`src/rtl/uart_tx_fifo.sv`:
```
// Transmit-side byte FIFO feeding a UART transmitter through its din/din_vld/rfd handshake.
// Host writes bursts. Bytes are issued one per frame, and writes into a full FIFO set a sticky overflow flag.
module uart_tx_fifo #(
  parameter int unsigned DI_WIDTH = 8,
  parameter int unsigned DEPTH    = 16
) (
  input  logic                     clk,
  input  logic                     rst,
  input  logic [DI_WIDTH-1:0]      wr_data,
  input  logic                     wr_en,
  input  logic                     ovf_clr,
  output logic                     full,
  output logic                     empty,
  output logic [$clog2(DEPTH):0]   level,
  output logic                     overflow,
  output logic [DI_WIDTH-1:0]      tx_din,
  output logic                     tx_din_vld,
  input  logic                     tx_rfd
);

  localparam int unsigned AW = $clog2(DEPTH);

  typedef enum logic [1:0] {StIdle, StIssue, StWait, StBusy} state_e;

  state_e              state_q;
  logic [DI_WIDTH-1:0] mem [DEPTH];
  logic [AW-1:0]       wr_ptr_q;
  logic [AW-1:0]       rd_ptr_q;
  logic [AW:0]         level_q;
  logic                overflow_q;
  logic [DI_WIDTH-1:0] tx_din_q;
  logic                tx_din_vld_q;
  logic                pop;
  logic                wr_acc;

  assign empty      = (level_q == '0);
  assign full       = (level_q == (AW+1)'(DEPTH));
  assign level      = level_q;
  assign overflow   = overflow_q;
  assign tx_din     = tx_din_q;
  assign tx_din_vld = tx_din_vld_q;

  // A pop frees a slot in the same cycle, so a full FIFO still accepts a write then.
  assign pop    = (state_q == StIdle) && !empty && tx_rfd;
  assign wr_acc = wr_en && (!full || pop);

  // Storage is not reset; pointers and level define validity.
  always_ff @(posedge clk) begin
    if (wr_acc) begin
      mem[wr_ptr_q] <= wr_data;
    end
  end

  always_ff @(posedge clk or negedge rst) begin
    if (!rst) begin
      wr_ptr_q   <= '0;
      rd_ptr_q   <= '0;
      level_q    <= '0;
      overflow_q <= 1'b0;
    end else begin
      if (wr_acc) begin
        wr_ptr_q <= wr_ptr_q + AW'(1);
      end
      if (pop) begin
        rd_ptr_q <= rd_ptr_q + AW'(1);
      end
      unique case ({wr_acc, pop})
        2'b10:   level_q <= level_q + (AW+1)'(1);
        2'b01:   level_q <= level_q - (AW+1)'(1);
        default: level_q <= level_q;
      endcase
      // A dropped write wins over a simultaneous clear.
      if (wr_en && !wr_acc) begin
        overflow_q <= 1'b1;
      end else if (ovf_clr) begin
        overflow_q <= 1'b0;
      end
    end
  end

  // WAIT/BUSY follow rfd through a full low-then-high cycle so a lagging rfd
  // cannot trigger a second strobe for the same frame.
  always_ff @(posedge clk or negedge rst) begin
    if (!rst) begin
      state_q      <= StIdle;
      tx_din_q     <= '0;
      tx_din_vld_q <= 1'b0;
    end else begin
      unique case (state_q)
        StIdle: begin
          if (pop) begin
            tx_din_q     <= mem[rd_ptr_q];
            tx_din_vld_q <= 1'b1;
            state_q      <= StIssue;
          end
        end
        StIssue: begin
          tx_din_vld_q <= 1'b0;
          state_q      <= StWait;
        end
        StWait: begin
          if (!tx_rfd) begin
            state_q <= StBusy;
          end
        end
        StBusy: begin
          if (tx_rfd) begin
            state_q <= StIdle;
          end
        end
        default: begin
          state_q      <= StIdle;
          tx_din_vld_q <= 1'b0;
        end
      endcase
    end
  end

endmodule
```
`config.mk`:
```
export PLATFORM = sky130hd
export DESIGN_NAME = uart_tx_fifo
export DESIGN_NICKNAME = d
export VERILOG_FILES = /design/src/rtl/uart_tx_fifo.sv
export SDC_FILE = /design/constraint.sdc
export NUM_CORES = 1
export LEC_CHECK = 0
export CAP_MARGIN = 20
export CELL_PAD_IN_SITES_DETAIL_PLACEMENT = 0
export CELL_PAD_IN_SITES_GLOBAL_PLACEMENT = 1
export CORE_MARGIN = 2
export CORE_UTILIZATION = 30
export CTS_BUF_LIST = sky130_fd_sc_hd__clkbuf_8
export DETAILED_ROUTE_END_ITERATION = 8
export PLACE_DENSITY_LB_ADDON = 0.2
export RECOVER_POWER = 100
export SLEW_MARGIN = 20
export SYNTH_ARGS = -nofsm -noshare
export SYNTH_HDL_FRONTEND = slang
export SYNTH_SLANG_ARGS = --single-unit
```
`constraint.sdc`:
```
create_clock -name clk -period 6 [get_ports clk]
set_input_delay 0.6 -clock clk [delete_from_list [all_inputs] [get_ports clk]]
set_output_delay 0.6 -clock clk [all_outputs]
set_load 0.01 [all_outputs]
```
Word level (Yosys, flattened, before mapping)
Memories as Yosys holds them, arrays and structs flattened. A register that Yosys moved wholly into a read port is not among the register bits. Cells that the tools add are included.

Register bits after elaboration: 17. Bits in writable memories: 128. Input bits: 13. Output and inout bits: 17. Memories: 1.

Memories: mem (words 16, width 8, read ports 1, clocked after Yosys merged registers in 1, wr ports 1, line 26) `logic [DI_WIDTH-1:0] mem [DEPTH];`.

Add/sub/neg operators: 4. Eq/ne operators: 9. Muxes and demuxes: 11. Reductions and logical operators: 17.

Operator list (number): $pmux W5 S2 (1); $add A4 B1 Y4 const B (2); $pmux W2 S4 (1); $eq A2 B2 Y1 const B (3); $mux W2 (3); $ne A2 B2 Y1 const B (3); $reduce_bool A2 Y1 (3); $add A5 B1 Y5 const B (1); $eq A5 B5 Y1 const B (1); $logic_not A5 Y1 (1); $mux W1 (5); $sub A5 B1 Y5 const B (1); $eq A2 B1 Y1 const B (2); $logic_and A1 B1 Y1 (4); $logic_not A1 Y1 (4); $reduce_and A2 Y1 (2); $reduce_and A3 Y1 (1); $logic_not A2 Y1 (1); $pmux W1 S2 (1); $logic_or A1 B1 Y1 (1).

Logic depth before layout (Yosys ltp)
Depth after elaboration: 9. Depth in mapped cells: 13. Depth with buffers taken out: 13.

Least setup slack after synthesis
Ideal clock, no wire load.

Path kind: flip-flop to flip-flop. Start point: register level_q[1] (netlist: level[1]). End point: register level_q[4] (netlist: level[4]). Setup time: 126 ps. Data arrival time: 2617 ps. Required time: 5874 ps. Path slack: 3257 ps. Cell stages (with the launch flop): 13. Buffers on the path: 0. Period minus slack after synthesis: 2743 ps. Cells stage by stage: dfrtp_1 > nor4_2 > nand2_1 > o21a_2 > inv_2 > ha_1 > inv_1 > fa_1 > nor2b_1 > o21ai_0 > nand3_1 > or3b_1 > xnor2_1.

Cells in the longest elaborated chain, start to end: 8. Elaborated cells on any way between the ends: 14. Classes of those cells: add/sub (2); eq/ne (3); mux (1); reduce/logical (8).

RTL lines: from (decl) (line 29) `logic [AW:0] level_q;`; from (signal assigned) (line 68) `2'b10: level_q <= level_q + (AW+1)'(1);`; from (signal assigned) (line 69) `2'b01: level_q <= level_q - (AW+1)'(1);`; from (signal assigned) (line 70) `default: level_q <= level_q;`; $logic_not A5 Y1 (line 36) `assign empty = (level_q == '0);`; $logic_not A1 Y1 (line 44) `assign pop = (state_q == StIdle) && !empty && tx_rfd;`; $logic_and A1 B1 Y1 (2 in series) (line 44); $logic_or A1 B1 Y1 (line 45) `assign wr_acc = wr_en && (!full || pop);`; $logic_and A1 B1 Y1 (line 45); $eq A2 B1 Y1 or $eq A2 B2 Y1 (tied branches) (line 67) `unique case ({wr_acc, pop})`; $pmux W5 S2 or $reduce_bool A2 Y1 (tied branches).

Parallel ways exist; a longest one is shown, timed or not. A chain may end at the register's enable or synchronous reset.

Worst setup path in the final report
Start point: register level_q[0] (netlist: level[0]). End point: register level_q[4] (netlist: level[4]).

Cells in the longest elaborated chain, start to end: 8. Elaborated cells on any way between the ends: 14. Classes of those cells: add/sub (2); eq/ne (3); mux (1); reduce/logical (8).

RTL lines: $logic_not A5 Y1 (*) (line 36); $logic_not A1 Y1 (*) (line 44); $logic_and A1 B1 Y1 (*) (2 in series) (line 44); named net pop (line 33) `logic pop;`; $logic_or A1 B1 Y1 (line 45); $logic_and A1 B1 Y1 (line 45); $eq A2 B1 Y1 or $eq A2 B2 Y1 (tied branches) (line 67); $pmux W5 S2 or $reduce_bool A2 Y1 (tied branches).

Mark *: on every way through the listed nets, which the timed path passes. The rest lies on a longest branch.

==> impl_metrics.env <==
export IMPL_cts_root_buf="clkbuf_8"
export IMPL_areaGrowthSynthToFinish_pct=14.6
export IMPL_dieWidth_um=149
export IMPL_min_to="overflow$_DFFE_PN0P_"
export IMPL_synth_top_area_share_pct=60.7
export IMPL_start_util_pct=30.3
export IMPL_worstPathMaxFanout=12
export IMPL_rrSetupSlack_ns=2.68
export IMPL_cts_setup_buffers=0
export IMPL_detailed_place_hpwl_um=8140
export IMPL_vias=3117
export IMPL_via_per_inst=4.70
export IMPL_r2r_end="level[4]$_DFFE_PN0P_"
export IMPL_ys_ff_latch=153
export IMPL_gp_congestion=0.721
export IMPL_firstDrtPassIters=5
export IMPL_cap_violations=0
export IMPL_core_mm2=0.0209
export IMPL_synth_most_common_cell="edfxtp_1"
export IMPL_cp_start_kind="flop"
export IMPL_setup_tns_ns=0
export IMPL_cp_arrival_ns=3.66
export IMPL_grt_ovfl_total=0
export IMPL_drive_above_1_share_pct=10.1
export IMPL_max_clock_freq_mhz=301
export IMPL_ant_nets=0
export IMPL_dp_cells=631
export IMPL_postSynth_asyncResetShare_pct=16.3
export IMPL_end_kind="flop"
export IMPL_clkLatencyLatePin_ns=0.45
export IMPL_setup_viol=0
export IMPL_synth_cell_area_mm2=0.00633
export IMPL_synth_compound_area_share_pct=2.37
export IMPL_multi_input_area_mm2=0.00169
export IMPL_grtUsageTotal_pct=12.5
export IMPL_synth_nets=364
export IMPL_worstHoldPathType="reg2reg"
export IMPL_grt_pass1_wl_um=19800
export IMPL_required_ns=6.34
export IMPL_cts_tree="built"
export IMPL_row_count=53
export IMPL_hold_viol_final=0
export IMPL_synthXorXnorAreaFrac_pct=1.24
export IMPL_synth_cell_types=37
export IMPL_num_io_pins=30
export IMPL_avgSynthCellArea_um2=18.8
export IMPL_wl_per_cell_um=19.8
export IMPL_numPortBuffers=29
export IMPL_power_leakage_nw=2.51
export IMPL_synth_edff_count=128
export IMPL_route_detailed_drc=0
export IMPL_drt_total_wl_um=13100
export IMPL_synthTopCellsByCount="edfxtp_1, dfrtp_1, mux4_1, nand2_1, mux2i_1"
export IMPL_reg2reg_depth=11
export IMPL_cts_buffer_depth=2
export IMPL_ir_drop_v=0.000146
export IMPL_placed_cell_area_mm2=0.00695
export IMPL_synth_top_family_by_area="multiplexers"
export IMPL_n_antenna_cell=0
export IMPL_ys_warn_count=0
export IMPL_cts_num_sinks=153
export IMPL_min_from="overflow$_DFFE_PN0P_"
export IMPL_synthMuxAreaShare_pct=15.7
export IMPL_stdcell_area_mm2=0.00726
export IMPL_cts_made_buffers=17
export IMPL_min_path_cells=1
export IMPL_grt_pass1_vias=3270
export IMPL_worst_slew_pin_slew_ns=1.46
export IMPL_drt_iter0_markers=210
export IMPL_status="completed"
export IMPL_p_per_area_mw_per_mm2=421
export IMPL_fill_cells=1997
export IMPL_fp_dieH_um=149
export IMPL_grt_max_degree=35
export IMPL_synth_cells=336
export IMPL_synth_area_leaders="edfxtp_1, mux4_1, dfrtp_1, mux4_2, ha_1"
export IMPL_critPathKind="reg2reg"
export IMPL_cts_htree_levels=4
export IMPL_period_share_pct=55.3
export IMPL_ys_flop_type="edfxtp_1"
export IMPL_dieArea_mm2=0.0223
export IMPL_maxSlewHeadroom_pct=2.72
export IMPL_clkTransAtPathRegs_ns=0.08
export IMPL_antenna_found_initial=0
export IMPL_register_area_mm2=0.00447
export IMPL_cts_hold_buf=0
export IMPL_maxSlewViolCount=0
export IMPL_yosysSeqAreaShare_pct=70.6
export IMPL_holdWs_ns=0.495
export IMPL_synthSimpleGateAreaFrac_pct=4.54
export IMPL_cts_resized=0
export IMPL_rsz0062_at_grt="false"
export IMPL_synth_fa_ha_area_share_pct=3.08
export IMPL_skew_ns=0.0140
export IMPL_post_route_min_period_ns=3.32
export IMPL_r2r_start="level[0]$_DFFE_PN0P_"
export IMPL_instances_no_fill=663
export IMPL_yosysTopAreaCell="edfxtp_1"
export IMPL_nets=403
-- metrics by stage --
stage	setup WS [ns]	total power [mW]	util [%]
3_3_place_gp	2.49	2.40	33.2
4_1_cts	2.76	3.15	35.0
5_1_grt	2.50	3.24	34.7
2_1_floorplan	3.26	2.07	-
6_report	2.68	3.05	34.7
3_5_place_dp	2.40	2.41	33.3
-- layout by cell type, fill, tap and decap left out, types with 5 or more instances in the layout --
cell and n:
edfxtp_1 128, clkbuf_8 17, o221ai_1 8, mux4_2 8, inv_1 20, nand2_1 24
mux2i_1 17, and2_0 9, nor2_1 6, nor4_1 5, clkbuf_1 5, mux4_1 24
o21ai_0 6, dfrtp_1 23, ha_1 14, xnor2_1 7, dlygate4sd3_1 26
-- how the worst max path moves through the flow --
stage,end,start,depth (start not counted)
6_report,level[4]$_DFFE_PN0P_,level[0]$_DFFE_PN0P_,11
5_1_grt,level[4]$_DFFE_PN0P_,level[0]$_DFFE_PN0P_,11
4_1_cts,level[4]$_DFFE_PN0P_,level[0]$_DFFE_PN0P_,11
3_5_place_dp,level[4]$_DFFE_PN0P_,tx_rfd,12
3_3_place_gp,level[4]$_DFFE_PN0P_,tx_rfd,12
2_1_floorplan,level[4]$_DFFE_PN0P_,level[1]$_DFFE_PN0P_,12
-- report_power, final --
group / switching, mW / internal (mW) / total [mW]
clock network: 0.375 / 0.362 / 0.737
registers: 0.194 / 1.33 / 1.52
logic: 0.389 / 0.408 / 0.797
total: 0.957 / 2.10 / 3.05
-- logic make-up after synthesis --
| family | count (synthesis) |
|---|---|
| buffers and inverters | 32 |
| XOR/XNOR | 9 |
| flip-flops | 153 |
| AO/OA/AOI/OAI | 21 |
| multiplexers | 50 |
| adder cells (fa/ha/maj) | 15 |
| AND/OR/NAND/NOR | 56 |
-- worst max-delay path, stage by stage (launching register included) --
cell and delay, ns:
dfrtp_1 0.45, nor4_1 0.39, nand2b_1 0.17, nand2_1 0.40, inv_1 0.23, ha_1 0.31, ha_1 0.33, nor2b_1 0.14
o21ai_0 0.20, a21oi_1 0.10, or3b_1 0.36, xnor2_1 0.13
-- routing by layer --
layer / vias to the layer above / wire length, µm / GRT usage, %
li1: 1411 / - / -
met1: 1613 / 5860 / 16.3
met2: 79 / 6420 / 20.2
met3: 14 / 636 / 3.43
met4: 0 / 220 / 4.33
met5: - / 0 / 0
-- final cells by class --
| class | instances | share of cell area [%] |
|---|---|---|
| Sequential cell | 153 | 61.6 |
| Timing Repair Buffer | 35 | 4.36 |
| Clock buffer | 17 | 3.22 |
| Multi-Input combinational cell | 151 | 23.3 |
| Tap cell | 275 | 4.74 |
| Clock inverter | 15 | 1.90 |
| Inverter | 17 | 0.879 |
-- flip-flops by register name, summed over array words and instances, names as in the netlist --
signal / flops
mem: 128
wr_ptr_q: 4
level: 5
state_q: 2
rd_ptr_q: 4
tx_din_vld: 1
overflow: 1
tx_din: 8
Note: power is estimated with default switching activity, not from simulation.
